**config.mk**
```make
export PLATFORM = sky130hd
export DESIGN_NAME = trdb_packet_sequencer
export DESIGN_NICKNAME = d
export VERILOG_FILES = /design/src/rtl/trdb_packet_sequencer.sv
export SDC_FILE = /design/constraint.sdc
export NUM_CORES = 1
export LEC_CHECK = 0
export CORE_UTILIZATION = 55
export DETAILED_ROUTE_END_ITERATION = 10
export PLACE_DENSITY = 0.85
export RECOVER_POWER = 50
export SYNTH_ARGS = -nofsm -noshare
export SYNTH_HDL_FRONTEND = slang
export SYNTH_SLANG_ARGS = --single-unit
```
**constraint.sdc**
```tcl
create_clock -name clk_i -period 62.1 [get_ports clk_i]
set_input_delay 6.21 -clock clk_i [delete_from_list [all_inputs] [get_ports clk_i]]
set_output_delay 6.21 -clock clk_i [all_outputs]
set_load 0.02 [all_outputs]
```
**src/rtl/trdb_packet_sequencer.sv**
```systemverilog
// Trace-encoder packet-format sequencer: keeps a last/this/next instruction window,
// picks the packet format, and hands it to the emitter over a valid/ready handshake.
package trdb_pkg;
  typedef enum logic [1:0] {
    F_OPT_EXT    = 2'h0,
    F_DIFF_DELTA = 2'h1,
    F_ADDR_ONLY  = 2'h2,
    F_SYNC       = 2'h3
  } trdb_format_e;

  typedef enum logic [1:0] {
    SF_START   = 2'h0,
    SF_TRAP    = 2'h1,
    SF_CONTEXT = 2'h2,
    SF_SUPPORT = 2'h3
  } trdb_f_sync_subformat_e;

  typedef enum logic [1:0] {
    NO_CHANGE  = 2'h0,
    ENDED_REP  = 2'h1,
    TRACE_LOST = 2'h2,
    ENDED_NTR  = 2'h3
  } qual_status_e;
endpackage

module trdb_packet_sequencer
  import trdb_pkg::*;
#(
  parameter int unsigned XLEN       = 32,
  parameter int unsigned RESYNC_MAX = 255,
  parameter bit          DIFF_ADDR  = 1'b1
) (
  input  logic                        clk_i,
  input  logic                        rst_i,
  input  logic                        valid_i,
  output logic                        ready_o,
  input  logic                        qualified_i,
  input  logic                        exception_i,
  input  logic                        retired_i,
  input  logic                        privchange_i,
  input  logic                        updiscon_i,
  input  logic                        branch_map_empty_i,
  input  logic                        branch_map_full_i,
  input  logic                        enc_enabled_i,
  input  logic                        enc_disabled_i,
  input  logic                        opmode_change_i,
  input  logic [XLEN-1:0]             iaddr_i,
  output logic                        valid_o,
  input  logic                        ready_i,
  output trdb_format_e                packet_format_o,
  output trdb_f_sync_subformat_e      packet_f_sync_subformat_o,
  output logic                        thaddr_o,
  output logic                        lc_tc_mux_o,
  output qual_status_e                qual_status_o,
  output logic                        resync_timer_rst_o,
  output logic [XLEN-1:0]             addr_o,
  output logic [$clog2(XLEN):0]       keep_bits_o
);

  localparam int unsigned CW = $clog2(RESYNC_MAX + 2);
  localparam int unsigned KW = $clog2(XLEN) + 1;

  typedef struct packed {
    logic            valid;
    logic            qualified;
    logic            exception;
    logic            retired;
    logic            privchange;
    logic            updiscon;
    logic            bm_empty;
    logic            bm_full;
    logic            enc_enabled;
    logic            enc_disabled;
    logic            opmode_change;
    logic [XLEN-1:0] iaddr;
  } sample_t;

  // Only the fields rules look at on the last-cycle instruction are kept.
  logic            lc_valid_q, lc_qualified_q, lc_exception_q, lc_updiscon_q;
  sample_t         tc_q, nc;
  logic            reported_q, ended_ntr_q, ended_rep_q;
  logic [CW-1:0]   cnt_q;
  logic [XLEN-1:0] last_addr_q;

  logic                   valid_q, timer_rst_q;
  trdb_format_e           fmt_q;
  trdb_f_sync_subformat_e sf_q;
  logic                   thaddr_q, mux_q;
  qual_status_e           qs_q;
  logic [XLEN-1:0]        addr_q;
  logic [KW-1:0]          keep_q;

  logic accept, decide;
  logic tc_exc_only, tc_er_n, nc_exc_only, nc_ppccd_br, resync_br;
  logic lc_final_qualified, first_qualified, et_max, gt_max;
  logic emit, support, thaddr_d, mux_d, full_addr, set_ntr, set_rep, reported_d, sync_clr;
  trdb_format_e           fmt_d, diff_fmt;
  trdb_f_sync_subformat_e sf_d;
  qual_status_e           qs_d;
  logic [XLEN-1:0]        addr_d;
  logic [KW-1:0]          lz_pos, lz_neg, lz_max, keep_d;

  function automatic logic [KW-1:0] lzc(input logic [XLEN-1:0] v);
    logic [KW-1:0] n;
    logic          hit;
    n   = '0;
    hit = 1'b0;
    for (int i = XLEN - 1; i >= 0; i--) begin
      if (v[i]) hit = 1'b1;
      else if (!hit) n = n + KW'(1);
    end
    return n;
  endfunction

  assign ready_o = !valid_q || ready_i;
  assign accept  = valid_i && ready_o;
  assign decide  = accept && tc_q.valid;

  always_comb begin
    nc               = '0;
    nc.valid         = 1'b1;
    nc.qualified     = qualified_i;
    nc.exception     = exception_i;
    nc.retired       = retired_i;
    nc.privchange    = privchange_i;
    nc.updiscon      = updiscon_i;
    nc.bm_empty      = branch_map_empty_i;
    nc.bm_full       = branch_map_full_i;
    nc.enc_enabled   = enc_enabled_i;
    nc.enc_disabled  = enc_disabled_i;
    nc.opmode_change = opmode_change_i;
    nc.iaddr         = iaddr_i;
  end

  assign tc_exc_only        = tc_q.exception && !tc_q.retired;
  assign tc_er_n            = tc_q.exception && tc_q.retired;
  assign nc_exc_only        = exception_i && !retired_i;
  assign nc_ppccd_br        = privchange_i && !branch_map_empty_i;
  assign et_max             = (cnt_q == CW'(RESYNC_MAX));
  assign gt_max             = (cnt_q > CW'(RESYNC_MAX));
  assign resync_br          = et_max && !tc_q.bm_empty;
  assign lc_final_qualified = lc_valid_q && lc_qualified_q && !tc_q.qualified;
  assign first_qualified    = !lc_valid_q || !lc_qualified_q;
  assign diff_fmt           = tc_q.bm_empty ? F_ADDR_ONLY : F_DIFF_DELTA;

  // Format priority; first matching rule wins.
  always_comb begin
    emit       = 1'b0;
    support    = 1'b0;
    fmt_d      = F_OPT_EXT;
    sf_d       = SF_START;
    thaddr_d   = 1'b0;
    mux_d      = 1'b0;
    qs_d       = NO_CHANGE;
    full_addr  = 1'b1;
    set_ntr    = 1'b0;
    set_rep    = 1'b0;
    reported_d = reported_q;
    if (tc_q.enc_enabled || tc_q.enc_disabled || tc_q.opmode_change || lc_final_qualified) begin
      emit    = 1'b1;
      support = 1'b1;
      fmt_d   = F_SYNC;
      sf_d    = SF_SUPPORT;
      qs_d    = ended_ntr_q ? ENDED_NTR : (ended_rep_q ? ENDED_REP : NO_CHANGE);
    end else if (tc_q.qualified) begin
      if (lc_valid_q && lc_exception_q) begin
        emit  = 1'b1;
        fmt_d = F_SYNC;
        if (tc_exc_only) begin
          sf_d       = SF_TRAP;
          reported_d = 1'b1;
        end else if (reported_q) begin
          sf_d       = SF_START;
          reported_d = 1'b0;
        end else begin
          sf_d       = SF_TRAP;
          thaddr_d   = 1'b1;
          reported_d = 1'b0;
        end
      end else if (first_qualified || tc_q.privchange || gt_max) begin
        emit  = 1'b1;
        fmt_d = F_SYNC;
        sf_d  = SF_START;
      end else if (lc_valid_q && lc_updiscon_q) begin
        emit    = 1'b1;
        set_ntr = 1'b1;
        if (tc_exc_only) begin
          fmt_d = F_SYNC;
          sf_d  = SF_TRAP;
          mux_d = 1'b1;
        end else begin
          fmt_d     = diff_fmt;
          full_addr = 1'b0;
        end
      end else if (resync_br || tc_er_n) begin
        emit      = 1'b1;
        fmt_d     = diff_fmt;
        full_addr = 1'b0;
      end else if (nc_exc_only || nc_ppccd_br || !qualified_i) begin
        emit      = 1'b1;
        fmt_d     = diff_fmt;
        full_addr = 1'b0;
        set_rep   = !qualified_i;
      end else if (tc_q.bm_full) begin
        emit      = 1'b1;
        fmt_d     = F_DIFF_DELTA;
        full_addr = 1'b0;
      end
    end
  end

  assign sync_clr = emit && (fmt_d == F_SYNC) && !support;

  always_comb begin
    addr_d = tc_q.iaddr;
    if (DIFF_ADDR && !full_addr) addr_d = tc_q.iaddr - last_addr_q;
    lz_pos = lzc(addr_d);
    lz_neg = lzc(~addr_d);
    lz_max = (lz_pos > lz_neg) ? lz_pos : lz_neg;
    keep_d = KW'(XLEN) - lz_max + KW'(1);
  end

  // Window, flags, resync counter and reference address only move on an accepted sample.
  always_ff @(posedge clk_i) begin
    if (rst_i) begin
      lc_valid_q     <= 1'b0;
      lc_qualified_q <= 1'b0;
      lc_exception_q <= 1'b0;
      lc_updiscon_q  <= 1'b0;
      tc_q           <= '0;
      reported_q     <= 1'b0;
      ended_ntr_q    <= 1'b0;
      ended_rep_q    <= 1'b0;
      cnt_q          <= '0;
      last_addr_q    <= '0;
    end else begin
      if (accept) begin
        lc_valid_q     <= tc_q.valid;
        lc_qualified_q <= tc_q.qualified;
        lc_exception_q <= tc_q.exception;
        lc_updiscon_q  <= tc_q.updiscon;
        tc_q           <= nc;
      end
      if (decide) begin
        reported_q <= reported_d;
        if (support) begin
          ended_ntr_q <= 1'b0;
          ended_rep_q <= 1'b0;
        end else begin
          if (set_ntr) ended_ntr_q <= 1'b1;
          if (set_rep) ended_rep_q <= 1'b1;
        end
        if (sync_clr) cnt_q <= '0;
        else if (tc_q.qualified && cnt_q != CW'(RESYNC_MAX + 1)) cnt_q <= cnt_q + CW'(1);
        if (emit && !support) last_addr_q <= tc_q.iaddr;
      end
    end
  end

  // Output slot: holds the packet until the emitter takes it.
  always_ff @(posedge clk_i) begin
    if (rst_i) begin
      valid_q     <= 1'b0;
      timer_rst_q <= 1'b0;
      fmt_q       <= F_OPT_EXT;
      sf_q        <= SF_START;
      thaddr_q    <= 1'b0;
      mux_q       <= 1'b0;
      qs_q        <= NO_CHANGE;
      addr_q      <= '0;
      keep_q      <= KW'(1);
    end else begin
      timer_rst_q <= decide && sync_clr;
      if (decide && emit) begin
        valid_q  <= 1'b1;
        fmt_q    <= fmt_d;
        sf_q     <= sf_d;
        thaddr_q <= thaddr_d;
        mux_q    <= mux_d;
        qs_q     <= qs_d;
        addr_q   <= addr_d;
        keep_q   <= keep_d;
      end else if (ready_i) begin
        valid_q <= 1'b0;
      end
    end
  end

  assign valid_o                   = valid_q;
  assign packet_format_o           = fmt_q;
  assign packet_f_sync_subformat_o = sf_q;
  assign thaddr_o                  = thaddr_q;
  assign lc_tc_mux_o               = mux_q;
  assign qual_status_o             = qs_q;
  assign resync_timer_rst_o        = timer_rst_q;
  assign addr_o                    = addr_q;
  assign keep_bits_o               = keep_q;

endmodule

```
# ---- After elaboration in Yosys (flattened, before gate mapping)
# Index checks and enable logic that the tools add are counted.
dict set report classes {
  add_sub_neg 66
  n_lt_le_gt_ge 2
  eq_ne 3
  muxes 259
  bitwise_logic 2
  reduce_logical 46
}
# op n
set ops {}
lappend ops {{6-bit two-way mux} 125}
lappend ops {{6-bit by 1-bit adder with 6-bit output, second input constant} 63}
lappend ops {{1-bit two-way mux} 117}
lappend ops {{32-bit two-way mux} 1}
lappend ops {{32-bit NOT} 1}
lappend ops {{32-bit subtractor} 1}
lappend ops {{2-bit two-way mux} 14}
lappend ops {{9-bit two-way mux} 2}
lappend ops {{1-bit logical AND} 17}
lappend ops {{1-bit logical NOT} 10}
lappend ops {{1-bit logical OR} 10}
lappend ops {{9-bit by 1-bit adder with 9-bit output, second input constant} 1}
lappend ops {{9-bit by 8-bit equality test with 1-bit output, second input constant} 1}
lappend ops {{9-bit by 8-bit > comparator with 1-bit output, second input constant} 1}
lappend ops {{9-bit != test, second input constant} 1}
lappend ops {{2-bit AND reduction} 4}
lappend ops {{2-bit nonzero test} 4}
lappend ops {{6-bit > comparator} 1}
lappend ops {{6-bit subtractor, first input constant} 1}
lappend ops {{4-bit AND reduction} 1}
lappend ops {{2-bit equality test, second input constant} 1}
lappend ops {{1-bit NOT} 1}
dict set report word_totals {
  reg_bits 139
  input_bits 46
  word_cells 408
}

# ---- Longest topological paths before layout
dict set report logic_depth {
  ltp_word 111
  mapped_depth 131
  ltp_nobuf 126
}

# ---- Least setup slack after synthesis
# Ideal clock, no wire load.
dict set report synth_path {
  kind {input-to-reg}
  startpoint {input port exception_i}
  endpoint {register keep_q[5] (netlist: keep_bits_o[5])}
  setup_time_ps 86
  arrival_ps 27923
  required_time_ps 62014
  slack_ps 34092
  cell_stages 124
  path_buffers 7
  cell_sequence {nor2b_1 -> o41ai_2 -> or2_1 -> buf_6 -> buf_6 -> buf_6 -> buf_6 -> buf_6 -> buf_2 -> buf_1 -> nand2_1 -> nand2_1 -> a21boi_0 -> ha_1 -> nor2_1 -> nor2_1 -> ha_1 -> mux2i_1 -> (+88 left out) -> mux2i_1 -> o21ai_0 -> ha_1 -> o311ai_0 -> nand2_1 -> ha_1 -> nor2b_1 -> o21a_1 -> o21ai_0 -> nand2b_1 -> a21oi_1 -> nor2b_1 -> o22ai_1 -> mux2i_1 -> ha_1 -> nand3_1 -> xor2_1 -> a211oi_1}
}
dict set report synth_via {
  elab_chain_cells 110
}
# element line
set synth_rtl {}
lappend synth_rtl {{start, declared} 38} ;# input logic exception_i,
lappend synth_rtl {{1-bit logical AND *} 137} ;# assign nc_exc_only = exception_i && !retired_i;
lappend synth_rtl {{1-bit logical OR * (2 in a row)} 199} ;# end else if (nc_exc_only || nc_ppccd_br || !qualified_i) begin
lappend synth_rtl {{1-bit two-way mux} 199}
lappend synth_rtl {{1-bit two-way mux} 195} ;# end else if (resync_br || tc_er_n) begin
lappend synth_rtl {{1-bit two-way mux} 184} ;# end else if (lc_valid_q && lc_updiscon_q) begin
lappend synth_rtl {{1-bit two-way mux} 180} ;# end else if (first_qualified || tc_q.privchange || gt_max) begin
lappend synth_rtl {{1-bit two-way mux} 166} ;# if (lc_valid_q && lc_exception_q) begin
lappend synth_rtl {{1-bit two-way mux} 165} ;# end else if (tc_q.qualified) begin
lappend synth_rtl {{(+93 left out)} --}
lappend synth_rtl {{6-bit two-way mux} 109} ;# if (v[i]) hit = 1'b1;
lappend synth_rtl {{6-bit by 1-bit adder with 6-bit output} 110} ;# else if (!hit) n = n + KW'(1);
lappend synth_rtl {{6-bit two-way mux} 110}
lappend synth_rtl {{6-bit two-way mux} 109}
lappend synth_rtl {{6-bit > comparator} 219} ;# lz_max = (lz_pos > lz_neg) ? lz_pos : lz_neg;
lappend synth_rtl {{6-bit two-way mux} 219}
lappend synth_rtl {{6-bit subtractor} 220} ;# keep_d = KW'(XLEN) - lz_max + KW'(1);
lappend synth_rtl {{6-bit by 1-bit adder with 6-bit output} 220}
lappend synth_rtl {{end signal, assigned} 282} ;# keep_q <= keep_d;
lappend synth_rtl {{end, declared} 91} ;# logic [KW-1:0] keep_q;
# Every way passes the cells marked *; elsewhere a longest branch is shown, timed or not.
# A chain may end at the register's enable or synchronous reset.

# ---- Worst setup path after layout
dict set report layout_path {
  startpoint {input port privchange_i}
  endpoint {register keep_q[5] (netlist: keep_bits_o[5])}
}
dict set report layout_via {
  elab_chain_cells 110
}
# element line
set layout_rtl {}
lappend layout_rtl {{start, declared} 40} ;# input logic privchange_i,
lappend layout_rtl {{1-bit logical AND *} 138} ;# assign nc_ppccd_br = privchange_i && !branch_map_empty_i;
lappend layout_rtl {{1-bit logical OR * (2 in a row)} 199}
lappend layout_rtl {{1-bit two-way mux} 199}
lappend layout_rtl {{1-bit two-way mux} 195}
lappend layout_rtl {{1-bit two-way mux} 184}
lappend layout_rtl {{1-bit two-way mux} 180}
lappend layout_rtl {{1-bit two-way mux} 166}
lappend layout_rtl {{1-bit two-way mux} 165}
lappend layout_rtl {{(+93 left out)} --}
lappend layout_rtl {{6-bit two-way mux} 109}
lappend layout_rtl {{6-bit by 1-bit adder with 6-bit output} 110}
lappend layout_rtl {{6-bit two-way mux} 110}
lappend layout_rtl {{6-bit two-way mux} 109}
lappend layout_rtl {{6-bit > comparator} 219}
lappend layout_rtl {{6-bit two-way mux} 219}
lappend layout_rtl {{6-bit subtractor} 220}
lappend layout_rtl {{6-bit by 1-bit adder with 6-bit output} 220}
# Marked as above.

==> out/metrics.yaml <==
start_util_pct: 56.5
syn_inst: 2296
cp_data_required_time_ns: 62.46
vias_per_cell: 6.37
fillerInstances: 2593
power_per_cell_area_nw_per_um2: 23.4
post_drt_wl_per_cell_um: 18.3
synth-main-ff-cell: "dfxtp_1"
seq_power_share_pct: 23.0
crit_buf_inv: 10
async_reset_ff_share_pct: 0
dieArea_um2: 30500
relSlewSlack_pct: -37.3
row_count: 62
cp.arrival_ns: 31.61
clock_sinks: 139
crit_family: "adder cells"
vias: 17378
dr.pass1.iters: 5
clock_skew_ns: 0.0105
drive_above_1_share_pct: 7.47
cts_root_buffer: "clkbuf_16"
hp-class: "flip-flop to flip-flop"
rsz0062_at_grt: "false"
switching_share_pct: 43.6
die_w_um: 175
boundaryPins: 95
cts_tree: "built"
clkLatencyLatePin_ns: 0.44
crit_path_max_fanout: 64
final_core_util_pct: 62.3
critPathKind: "input port to flip-flop"
first_global_vias: 16109
layout_common_cells: "nand2_1, nor2_1, a21oi_1, dfxtp_1, ha_1"
io_buffer_count: 94
fin_crit_ns: 31.25
pwr-share-comb_pct: 51.6
numCtsBuffers: 17
layout_commonest_cell: "nand2_1"
netSwitchingPower_uw: 185
cp-end-kind: "flip-flop"
hold_viol: 0
fmax_ghz: 0.0320
syn_to_final_growth_pct: 10.2
antenna_found_initial: 1
globalRouteOverflowTotal: 0
crit_path_max_incr_delay_ns: 0.93
ys_seq_elements: 139
core_um2: 29000
die_h_um: 175
cts_resized: 0
yosys_warnings: 0
crit_top_cell: "ha_1"
postSynthAreaPerCell_um2: 7.14
synth_edf_count: 0
hpwl_um: 38800
ys_types: 133
clk_path_buf_depth: 2
route.detailed.drc: 0
ff2ff_setup_slack_ns: 36.11
routed_wirelength_um: 50000
clkPwrFrac_pct: 25.4
finalSetupTns_ns: 0
slowest_stage: "a2111oi_1"
whs_ns: 0.453
ant_nets: 0
max-cap-violations: 1
maxSlewViolCount: 50
cellLeakagePower_nw: 7.03
violations: "max-capacitance violations, max-slew violations"
drtIter0Drc: 1713
nets: 2475
peakVddDrop_mv: 0.0280
cell_internal_pwr_uw: 239
synth_area_um2: 16400
setup_violations: 0
clk_pin_slew_worst_paths_ns: 0.07
tightest_slew_ns: 2.06
cp-start-kind: "input port"
synth.net_count: 2441
yosysSeqAreaShare_pct: 17.0
ctsHoldBuffers: 0
cts.htree.levels: 4
status: "complete, but fails checks"
postCtsSetupBuffers: 0
grt_usage_pct: 32.0
grt_max_degree: 92
place.gp.congestion: 0.968
finalCritPeriodShare_pct: 50.3
grt_first_pass_wirelength_um: 80100
worst reg2reg max path: cells and delay by family, from the launching register on:
kind / cells / cell delay, ns
adder cells (fa/ha/maj): 33 / 9.94
XOR/XNOR: 1 / 0.17
AO/OA/AOI/OAI: 31 / 7.33
multiplexers: 12 / 2.60
buffers and inverters: 8 / 1.38
flip-flops: 1 / 0.34
AND/OR/NAND/NOR: 40 / 4.20
cell usage after synthesis, types with 19 or more instances:
| master | n | area share (%) |
|---|---|---|
| nand4_1 | 32 | 1.2 |
| a211oi_1 | 42 | 1.9 |
| mux2i_1 | 53 | 3.2 |
| and2_1 | 33 | 1.3 |
| mux2_2 | 22 | 1.5 |
| nor4_1 | 23 | 0.88 |
| or3_1 | 23 | 0.88 |
| xor2_1 | 49 | 2.6 |
| nor3_1 | 63 | 1.9 |
| o21ai_0 | 92 | 2.8 |
| o211ai_1 | 20 | 0.92 |
| dfxtp_1 | 139 | 17 |
| nand3_1 | 69 | 2.1 |
| a21oi_1 | 198 | 6.0 |
| a21o_1 | 29 | 1.3 |
| clkbuf_1 | 54 | 1.2 |
| a31oi_1 | 19 | 0.72 |
| and3_1 | 32 | 1.2 |
| inv_1 | 89 | 2.0 |
| ha_1 | 98 | 7.5 |
| nor2_1 | 224 | 5.1 |
| nand2b_1 | 30 | 1.1 |
| nand2_1 | 397 | 9.1 |
| xnor2_1 | 73 | 3.9 |
cell families after synthesis:
kind of cell,count (synthesis),synth area share (%)
AND/OR/NAND/NOR,1044,31.0
AO/OA/AOI/OAI,604,24.9
buffers and inverters,188,5.26
XOR/XNOR,141,8.96
flip-flops,139,17.0
adder cells (fa/ha/maj),101,7.72
multiplexers,79,5.16
power groups by stage:
stage,sequential (mW),clock (mW),combinational (mW)
after floorplan,0.0997,0,0.163
after global placement,0.0989,0,0.203
after detailed placement,0.0991,0,0.212
after CTS,0.0971,0.108,0.214
after global routing,0.0976,0.112,0.239
final,0.0973,0.108,0.218
through the flow:
| step | total power, mW | cell area, um^2 | instances | worst slack, ns |
|---|---|---|---|---|
| 2_1_floorplan | 0.262 | 16400 | 2296 | 34.09 |
| 3_3_place_gp | 0.302 | 17500 | 2695 | 32.05 |
| 3_5_place_dp | 0.311 | 17500 | 2695 | 30.97 |
| 6_report | 0.423 | 18100 | 2728 | 30.85 |
| 5_1_grt | 0.449 | 18100 | 2727 | 28.83 |
| 4_1_cts | 0.419 | 18100 | 2727 | 31.33 |
registers in the layout (all words and copies together), names as in the netlist, 2 cells and up:
| register | cells |
|---|---|
| tc_q | 43 |
| addr_o | 32 |
| last_addr_q | 32 |
| cnt_q | 9 |
| keep_bits_o | 6 |
| packet_f_sync_subformat_o | 2 |
| packet_format_o | 2 |
| qual_status_o | 2 |
path summary, 6_finish.rpt:
path               endpoint  cells past startpoint         start
min                tc_q[38]                      2      tc_q[38]
max          keep_bits_o[5]                    122  privchange_i
min reg2reg        tc_q[38]                      2      tc_q[38]
max reg2reg  keep_bits_o[5]                    125      cnt_q[0]
cell type report:
| cell class | instances | area (um^2) | share of cell area, % |
|---|---|---|---|
| diodes | 1 | 2.50 | 0.0138 |
| well taps | 384 | 480 | 2.66 |
| flip-flops and latches | 139 | 2780 | 15.4 |
| inverters | 90 | 339 | 1.88 |
| multi-input cells | 1969 | 12800 | 70.7 |
| repair buffers | 113 | 1080 | 5.96 |
| clock inverters | 14 | 171 | 0.948 |
| clock buffers | 18 | 439 | 2.43 |
per-layer routing:
layer	global-route usage (%)	vias to the layer above	part of all wire, %
met5	0	-	0
met4	11.6	0	3.0
met3	4.24	126	7.6
met2	52.6	783	46
met1	42.6	8087	44
li1	-	8382	-
(Power assumes the default switching activity.)
